File: src/rtl/uart_rx_byte_if.sv
// UART receive-side signal bundle: serial pin in, framed byte and strobes out.
// master = receiver, slave = pin driver / byte consumer.
interface uart_rx_byte_if;
  logic       UART_RX;
  logic [7:0] rxd;
  logic       RECEIVE_END;
  logic       FRAME_ERR;
  logic       rx_busy;

  modport master (
    input  UART_RX,
    output rxd,
    output RECEIVE_END,
    output FRAME_ERR,
    output rx_busy
  );

  modport slave (
    output UART_RX,
    input  rxd,
    input  RECEIVE_END,
    input  FRAME_ERR,
    input  rx_busy
  );
endinterface

File: src/rtl/uart_rx_byte.sv
// 8N1 UART receiver: synchronises RX, centre-samples each bit,
// presents the byte on rxd with a one-cycle RECEIVE_END / FRAME_ERR strobe.
module uart_rx_byte #(
  parameter int CLKS_PER_BIT = 434
) (
  input  logic          iCLK,
  input  logic          RST_n,
  uart_rx_byte_if.master rx
);

  localparam int HALF_BIT = CLKS_PER_BIT / 2;
  localparam int CW       = $clog2(CLKS_PER_BIT);
  localparam logic [CW-1:0] BIT_END  = CW'(CLKS_PER_BIT - 1);
  localparam logic [CW-1:0] HALF_END = CW'(HALF_BIT - 1);

  typedef enum logic [1:0] {
    IDLE,
    START,
    DATA,
    STOP
  } state_e;

  state_e        state_q, state_d;
  logic [CW-1:0] cnt_q, cnt_d;
  logic [2:0]    idx_q, idx_d;
  logic [7:0]    shreg_q, shreg_d;
  logic [7:0]    rxd_q, rxd_d;
  logic          done_q, done_d;
  logic          ferr_q, ferr_d;
  logic          meta_q, meta_d;
  logic          sync_q, sync_d;
  logic          dly_q, dly_d;
  logic          start_det;

  // sync_q is the usable line value; dly_q lags it by one cycle
  assign start_det = dly_q & ~sync_q;

  always_comb begin
    meta_d  = rx.UART_RX;
    sync_d  = meta_q;
    dly_d   = sync_q;
    state_d = state_q;
    cnt_d   = cnt_q;
    idx_d   = idx_q;
    shreg_d = shreg_q;
    rxd_d   = rxd_q;
    done_d  = 1'b0;
    ferr_d  = 1'b0;
    unique case (state_q)
      IDLE: begin
        if (start_det) begin
          state_d = START;
          cnt_d   = '0;
        end
      end
      START: begin
        if (cnt_q == HALF_END) begin
          cnt_d   = '0;
          idx_d   = '0;
          state_d = sync_q ? IDLE : DATA;
        end else begin
          cnt_d = cnt_q + CW'(1);
        end
      end
      DATA: begin
        if (cnt_q == BIT_END) begin
          cnt_d   = '0;
          shreg_d = {sync_q, shreg_q[7:1]};
          idx_d   = idx_q + 3'd1;
          if (idx_q == 3'd7) state_d = STOP;
        end else begin
          cnt_d = cnt_q + CW'(1);
        end
      end
      STOP: begin
        // leave mid stop bit so a start edge right after it is caught
        if (cnt_q == BIT_END) begin
          cnt_d   = '0;
          state_d = IDLE;
          if (sync_q) begin
            rxd_d  = shreg_q;
            done_d = 1'b1;
          end else begin
            ferr_d = 1'b1;
          end
        end else begin
          cnt_d = cnt_q + CW'(1);
        end
      end
      default: state_d = IDLE;
    endcase
  end

  always_ff @(posedge iCLK) begin
    if (!RST_n) begin
      state_q <= IDLE;
      cnt_q   <= '0;
      idx_q   <= '0;
      shreg_q <= '0;
      rxd_q   <= '0;
      done_q  <= 1'b0;
      ferr_q  <= 1'b0;
      meta_q  <= 1'b1;
      sync_q  <= 1'b1;
      dly_q   <= 1'b1;
    end else begin
      state_q <= state_d;
      cnt_q   <= cnt_d;
      idx_q   <= idx_d;
      shreg_q <= shreg_d;
      rxd_q   <= rxd_d;
      done_q  <= done_d;
      ferr_q  <= ferr_d;
      meta_q  <= meta_d;
      sync_q  <= sync_d;
      dly_q   <= dly_d;
    end
  end

  assign rx.rxd         = rxd_q;
  assign rx.RECEIVE_END = done_q;
  assign rx.FRAME_ERR   = ferr_q;
  assign rx.rx_busy     = (state_q != IDLE);

endmodule

File: src/flat_wrapper.sv
// flat-port wrapper written by rule: the top's interface ports become plain ports
module uart_rx_byte_flat 
#(
  parameter int CLKS_PER_BIT = 434
)
  (iCLK, RST_n, rx_UART_RX, rx_rxd, rx_RECEIVE_END, rx_FRAME_ERR, rx_rx_busy);
  uart_rx_byte_if rx_i ();
  input  logic iCLK;
  input  logic RST_n;
  input wire logic [$bits(rx_i.UART_RX)-1:0] rx_UART_RX;
  output wire logic [$bits(rx_i.rxd)-1:0] rx_rxd;
  output wire logic [$bits(rx_i.RECEIVE_END)-1:0] rx_RECEIVE_END;
  output wire logic [$bits(rx_i.FRAME_ERR)-1:0] rx_FRAME_ERR;
  output wire logic [$bits(rx_i.rx_busy)-1:0] rx_rx_busy;
  assign rx_i.UART_RX = rx_UART_RX;
  assign rx_rxd = rx_i.rxd;
  assign rx_RECEIVE_END = rx_i.RECEIVE_END;
  assign rx_FRAME_ERR = rx_i.FRAME_ERR;
  assign rx_rx_busy = rx_i.rx_busy;
  uart_rx_byte #(.CLKS_PER_BIT(CLKS_PER_BIT)) u_core (.iCLK(iCLK), .RST_n(RST_n), .rx(rx_i));
endmodule
File: config.mk
export PLATFORM = sky130hd
export DESIGN_NAME = uart_rx_byte_flat
export DESIGN_NICKNAME = d
export VERILOG_FILES = /design/src/rtl/uart_rx_byte_if.sv /design/src/rtl/uart_rx_byte.sv /design/src/flat_wrapper.sv
export SDC_FILE = /design/constraint.sdc
export NUM_CORES = 1
export LEC_CHECK = 0
export ABC_AREA = 1
export BUFFER_PORTS_ARGS = -buffer_cell sky130_fd_sc_hd__buf_2
export CAP_MARGIN = 40
export CORE_UTILIZATION = 40
export CTS_BUF_LIST = sky130_fd_sc_hd__clkbuf_8
export DETAILED_ROUTE_END_ITERATION = 10
export GPL_ROUTABILITY_DRIVEN = 0
export PLACE_DENSITY = 0.63
export SYNTH_ARGS = -nofsm -noshare
export SYNTH_HDL_FRONTEND = slang
export SYNTH_SLANG_ARGS = --single-unit
File: constraint.sdc
create_clock -name iCLK -period 2.4 [get_ports iCLK]
set_clock_uncertainty 0.05 [all_clocks]
set_input_delay 0.48 -clock iCLK [delete_from_list [all_inputs] [get_ports iCLK]]
set_output_delay 0.48 -clock iCLK [all_outputs]
set_load 0.01 [all_outputs]
* Word-level counts from Yosys, hierarchy flattened
Index checks and enable logic that the tools add are counted.
Operators by class: add/subtract/negate cells 2, $lt $le $gt $ge 0, reduce and logical (&&, ||, !) cells 9, shift operators 0, bitwise logic cells 2, equality and inequality tests 11, divide/modulo/power cells 0, multipliers 0, multiplexer cells 16
Operators with widths (count):
- $mux 9 | 3
- $pmux 9 s3 | 1
- $mux 2 | 6
- $ne 2x1->1 const B | 5
- $add 9x1->9 const B | 1
- $eq 9x8->1 const B | 1
- $eq 9x9->1 const B | 1
- $reduce_and 3->1 | 3
- $pmux 2 s4 | 1
- $mux 3 | 2
- $pmux 3 s2 | 1
- $reduce_and 5->1 | 1
- $eq 2x2->1 const B | 2
- $reduce_bool 2->1 | 2
- $add 3x1->3 const B | 1
- $eq 3x3->1 const B | 1
- $eq 2x1->1 const B | 1
- $logic_not 2->1 | 1
- $mux 1 | 2
- $reduce_and 2->1 | 1
- $reduce_or 2->1 | 1
- $and 1x1->1 | 1
- $not 1->1 | 1
Storage, ports and cells: bits in latches 0, output and inout bits 11, register bits after elaboration 35, memory bits (read-only) 0, input port bits 3, logic and storage cells 50, memories 0, RAM bits 0

* Depth between registers and ports, before layout
Gate-level depths: netlist (run 1).
depth in word-level cells 4, mapped depth 11, gate-level depth less buffers 11

* Least setup slack after synthesis (run 1)
OpenSTA, ideal clock, no wires.
path type reg2reg, from reg u_core.state_q[0], to reg with a tool-made name, path slack 807 ps, data required time 2237 ps, data arrival time 1430 ps, stages on the path, launching flop included 11, setup time 113 ps, period minus slack after synthesis 1593 ps, buffers on the path 0, path through dfxtp_1 inv_1 ha_1 nand2_1 inv_1 nor2_1 nand2_2 nor2_4 nand3_1 nand2_1 nor2_1
RTL lines:
- start, declared | RTL line uart_rx_byte.sv:23 | state_e state_q, state_d;
- start signal, assigned | RTL line uart_rx_byte.sv:107 | state_q <= state_d;

==> impl_metrics.ini, run 1 <==
[status]
outcome = finished clean

[sta]
hold_viol_final = 0
hold-worst-slack_ns = 0.325
fmax_mhz = 559
period_share_pct = 74.6
fin_setup_tns_ns = 0
slew_headroom_pct = 67.3
min_period_ns = 1.79
rsz0062_at_grt = no
maxSlewViolCount = 0
finalWorstSetupSlack_ns = 0.610
setup_viol = 0
tightest_slew_ns = 0.489

[pwr]
switching_share_pct = 34.8
p_int_mw = 0.936
pwr-share-comb_pct = 25.7
power_frac_clock_pct = 29.8
power.switching_mw = 0.500
ir_worst_vdd_mv = 0.328
p_per_area_nw_per_um2 = 761
power.leakage_nw = 0.763
p_seq_share_pct = 44.5
finalPower_mw = 1.44

[routing]
antenna_left = 0
dr_total_vias = 1320
route.detailed.wl_per_inst_um = 10.9
drt-pass1-iter-count = 4
drcViolationCount = 0
vias_per_cell = 4.66
routed_wl_mm = 3.10
drtIter0Drc = 104

[cts]
ctsLongestPathBuffers = 2
insertion_delay_ns = 0.29
cts_tree = yes
cts-resized-gates = 0
clockRootBuffer = clkbuf_8
ctsHtreeMaxLevel = 2
clkTransAtPathRegs_ns = 0.07
cts_buffers = 5
cts_setup_buffers = 0
clock_sinks = 35
cts_hold_buf = 0

[global_routing]
grt_pass1_wl_mm = 5.33
grt_max_degree = 17
antenna_found_initial = 0
grt-ovfl-total = 0
track_usage_pct = 16.1
grt_pass1_vias = 1194

[run]
cap_viol_max_count = 0

[worst_setup_path]
reg2reg_setup_slack_ns = 0.61
reg2reg_depth = 10
cp.buffers_inverters = 2
worstSetupPathType = reg2reg
slowest_delay_ns = 0.43
cp_top_family = simple AND/OR/NAND/NOR gates
required_ns = 2.54
crit_path_max_fanout = 8
slowest_stage = dfxtp_1
cp-start-kind = flop
crit_chain = inv_1, ha_1, nand2_1, inv_1, nor2_1, nand2_2, nor2_4, nand3_1, nand2_1, nor2_1
cp.depth = 10
r2r_start = u_core.state_q[0]$_SDFFE_PN0P_
cp.arrival_ns = 1.93
crit_path_end_kind = flop

[final_layout]
antenna_cells = 0
final_layout_size_suffix_gt1_share_pct = 21.9
final_common_cell = nand2_1
syn2layout_area_growth_pct = 11.5
fin_nets = 245
mostFrequentLayoutCells = nand2_1 (40), dfxtp_1 (35), inv_1 (24)
fill_cells = 400
fin_util_pct = 46.8
final_cell_count_no_fill = 283
finalInstanceArea_um2 = 1890

[logic_synthesis]
synth_warnings = 0
synth_area_um2 = 1690
synth_area_per_cell_um2 = 7.83
synthFlopType = dfxtp_1
synth_edf_count = 0
postSynthCellCount = 216
synth_seq_area_share_pct = 41.4
synthesis.nets = 229
ys_types = 26
synth_seq_cells = 35
async_flop_share_pct = 0

[floorplan]
core_area_um2 = 4030
die_area_um2 = 4490
start_util_pct = 42.0
fp.dieW_um = 67.0
rows = 23
die_y_um = 67.0
io_pins = 14

[hold_path]
hold_path_depth = 2
hp-start = rx_UART_RX
hold_end = u_core.meta_q$_SDFF_PN1_
hp-class = in2reg

[placement]
placed_cells = 275
dpl_worst_slack_ns = 0.631
place_area_um2 = 1800
portBuffers = 13
dpl.hpwl_mm = 2.19
[cell families after synthesis]
group,share of synthesized area (%)
xor gates and xnor gates,1.04
DFF,41.4
buffers and inverters,7.10
adders and majority gates,7.40
AOI/OAI and AO/OA,11.7
and+or+nand+nor,31.4
[how the worst max path moves through the flow]
stage                                        start                              to  slack (ns)
floorplan           u_core.state_q[0]$_SDFFE_PN0P_                            flop        0.81
global placement    u_core.state_q[0]$_SDFFE_PN0P_                            flop        0.69
detailed placement  u_core.state_q[0]$_SDFFE_PN0P_                            flop        0.63
CTS                 u_core.state_q[0]$_SDFFE_PN0P_                      rx_rx_busy        0.61
global route        u_core.state_q[0]$_SDFFE_PN0P_  u_core.state_q[0]$_SDFFE_PN0P_        0.44
finish              u_core.state_q[0]$_SDFFE_PN0P_                            flop        0.61
[routing by layer]
layer  share of wire [%]  track usage (%)
met1                  52             21.6
met2                  43             23.5
met3                 3.2             5.14
met4                 1.6             6.38
met5                   0                0
[power groups by stage]
stage | logic (mW) | registers (mW) | clock network (mW)
4_1_cts | 0.372 | 0.639 | 0.438
6_report | 0.368 | 0.639 | 0.428
5_1_grt | 0.425 | 0.644 | 0.460
2_1_floorplan | 0.309 | 0.646 | 0
3_3_place_gp | 0.368 | 0.652 | 0
3_5_place_dp | 0.370 | 0.653 | 0
[synth_stat cells (3+ instances only)]
library cell	count	area, um2
nand2_4	4	45.0
nor2_2	5	31.3
nand2_2	7	43.8
nor3_1	3	15.0
nor2_1	15	56.3
ha_1	10	125
a21oi_1	20	100
inv_1	23	86.3
dfxtp_1	35	701
nand2_1	40	150
nor2_4	3	33.8
inv_2	3	11.3
nand3_1	17	85.1
o21ai_0	14	70.1
[area by class of cell]
cell class	instances	area, um2	share of cell area [%]
tap	50	62.6	3.32
clock inverter	3	16.3	0.862
timing repair buffer	13	65.1	3.45
clock buffer	5	68.8	3.65
sequential	35	701	37.1
inverter	27	103	5.44
multi-input combinational	150	871	46.2
[registers in the layout, indices dropped and copies added, names as in the netlist, named ones only]
name                   count
u_core.shreg_q             8
u_core.idx_q               3
u_core.rx.FRAME_ERR        1
u_core.cnt_q               9
u_core.dly_q               1
u_core.state_q             1
u_core.meta_q              1
u_core.rx.RECEIVE_END      1
u_core.rx.rxd              8
u_core.dly_d               1
Power figures use the tool's default switching activity.
==> run 2: changes to the inputs <==
--- a/config.mk
+++ b/config.mk
@@ -12,7 +12,7 @@
 export CTS_BUF_LIST = sky130_fd_sc_hd__clkbuf_8
 export DETAILED_ROUTE_END_ITERATION = 10
 export GPL_ROUTABILITY_DRIVEN = 0
-export PLACE_DENSITY = 0.63
+export PLACE_DENSITY = 0.65
 export SYNTH_ARGS = -nofsm -noshare
 export SYNTH_HDL_FRONTEND = slang
 export SYNTH_SLANG_ARGS = --single-unit
==> constraint.sdc (replaced) <==
create_clock -name iCLK -period 1.45 [get_ports iCLK]
set_clock_uncertainty 0.05 [all_clocks]
set_input_delay 0.29 -clock iCLK [delete_from_list [all_inputs] [get_ports iCLK]]
set_output_delay 0.29 -clock iCLK [all_outputs]
set_load 0.01 [all_outputs]
==> run 2 against run 1 <==
Effect of this change:
- the run now ends with negative setup slack left
- first-iteration DRC count decreased by 39%
- register-to-register slack got worse by 0.67 ns
- highest routed layer is now met3
- routed wire length rose by 12%
- clock power up 59%
==> impl_metrics.ini, run 2 (same netlist as run 1, synthesis figures left out) <==
[floorplan]
die_y_um = 67.0
rows = 23
io_pins = 14
fp.dieW_um = 67.0
core_area_um2 = 4030
start_util_pct = 42.0
die_area_um2 = 4490

[routing]
routed_wl_mm = 3.47
drt-pass1-iter-count = 4
route.detailed.wl_per_inst_um = 11.3
drcViolationCount = 0
antenna_left = 0
vias_per_cell = 4.71
drtIter0Drc = 63
dr_total_vias = 1450

[run]
cap_viol_max_count = 0

[final_layout]
largest_reg_flops = 9
top_register = u_core.cnt_q
finalInstanceArea_um2 = 2210
final_common_cell = nand2_1
syn2layout_area_growth_pct = 30.8
antenna_cells = 0
final_layout_size_suffix_gt1_share_pct = 39.9
mostFrequentLayoutCells = nand2_1 (36), dfxtp_1 (31), buf_4 (23)
fin_nets = 270

[placement]
portBuffers = 13
place_area_um2 = 1970
dpl.hpwl_mm = 2.34

[cts]
ctsLongestPathBuffers = 2
cts_hold_buf = 0
clockRootBuffer = clkbuf_8
cts_buffers = 5
insertion_delay_ns = 0.28
cts_tree = yes
clock_sinks = 35
clkTransAtPathRegs_ns = 0.07
ctsHtreeMaxLevel = 2

[status]
violations = negative setup slack
outcome = finished, violations left

[worst_setup_path]
crit_path_max_fanout = 5
slowest_stage = dfxtp_2
cp.buffers_inverters = 1
cp-start-kind = flop
worstSetupPathType = reg2reg
crit_path_end_kind = flop
reg2reg_setup_slack_ns = -0.06
slowest_delay_ns = 0.33
required_ns = 1.58
cp.arrival_ns = 1.64
crit_chain = inv_2, ha_4, nand2_4, nor2_4, nand2_4, nand2_4, nand3_4, nand2_2, nand2_2, nand2_4, nor2_2
cp_top_family = simple AND/OR/NAND/NOR gates
crit_top_cell = nand2_4

[sta]
maxSlewViolCount = 0
fmax_mhz = 661
min_period_ns = 1.51
hold_viol_final = 0
finalWorstSetupSlack_ns = -0.0628
period_share_pct = 104
setup_viol = 14
slew_headroom_pct = 69.3
hold-worst-slack_ns = 0.141
tightest_slew_ns = 0.460
rsz0062_at_grt = yes

[global_routing]
grt_pass1_wl_mm = 5.52
track_usage_pct = 16.4
antenna_found_initial = 0
grt_max_degree = 17
grt_pass1_vias = 1314
grt-ovfl-total = 0

[pwr]
p_per_area_nw_per_um2 = 1200
ir_worst_vdd_mv = 0.563
power.leakage_nw = 0.906

[hold_path]
hp-class = in2reg
==> run 2: cell types whose count changed in the layout (fill, tap and decap cells not counted), moves of 3 or more <==
cell,delta
buf_4,+23
dfxtp_1,-4
dfxtp_2,+3
ha_1,-4
inv_1,-5
inv_2,+4
nand2_1,-4
nand2_4,+3
nand3_1,-6
nand3_2,+4
o21ai_0,-7
o21ai_1,+7
==> run 2: where the power goes <==
| group | switching (mW) | internal, mW | total, mW |
|---|---|---|---|
| clock | 0.352 | 0.329 | 0.680 |
| sequential | 0.0347 | 1.01 | 1.05 |
| combinational | 0.530 | 0.397 | 0.927 |
==> run 2: stage by stage <==
| stage | worst slack [ns] | util [%] | setup TNS [ns] | std cells | total power, mW |
|---|---|---|---|---|---|
| 2_1_floorplan | 0.00561 | - | 0 | 216 | 1.59 |
| 3_3_place_gp | -0.0742 | 48.8 | -0.819 | 296 | 1.86 |
| 3_5_place_dp | -0.101 | 48.8 | -1.67 | 296 | 1.87 |
| 4_1_cts | -0.0466 | 52.2 | -0.326 | 304 | 2.62 |
| 5_1_grt | -0.144 | 54.9 | -2.68 | 308 | 2.83 |
| 6_report | -0.0628 | 54.9 | -0.536 | 308 | 2.66 |
==> run 2: area by class of cell <==
cell class / instances / area (um2)
Clock buffer: 5 / 68.8
Tap cell: 50 / 62.6
Multi-Input combinational cell: 151 / 995
Clock inverter: 3 / 16.3
Fill cell: 359 / 1820
Sequential cell: 35 / 708
Timing Repair Buffer: 37 / 255
Inverter: 27 / 106
==> run 2: routing by layer <==
metal / track usage (%) / vias to the layer above / share of wire [%] / wire [um]
li1: - / 771 / - / -
met1: 20.8 / 652 / 49 / 1700
met2: 26.6 / 27 / 47 / 1630
met3: 4.11 / 0 / 4.0 / 139
met4: 5.59 / 0 / 0 / 0
met5: 0 / - / 0 / 0
==> run 2: final timing paths <==
check | start | endpoint | cells past startpoint
max | u_core.cnt_q[1]$_SDFFE_PN0N_ | u_core.cnt_q[2]$_SDFFE_PN0N_ | 11
min | rx_UART_RX | u_core.meta_q$_SDFF_PN1_ | 2
max reg2reg | u_core.cnt_q[1]$_SDFFE_PN0N_ | u_core.cnt_q[2]$_SDFFE_PN0N_ | 11
min reg2reg | u_core.meta_q$_SDFF_PN1_ | u_core.dly_d$_SDFF_PN1_ | 1
==> run 2: repair_timing <==
item                       CTS  global route
gates cloned                 0             1
buffers inserted             0             4
pin swaps                    7            11
resized for setup           17            25
setup endpoints to repair   30            28
==> run 2: worst register-to-register path: stages (launching register included) <==
cell     delay [ns]
dfxtp_2        0.33
inv_2          0.07
ha_4           0.14
nand2_4        0.06
nor2_4         0.15
nand2_4        0.11
nand2_4        0.11
nand3_4        0.10
nand2_2        0.09
nand2_2        0.06
nand2_4        0.10
nor2_2         0.05
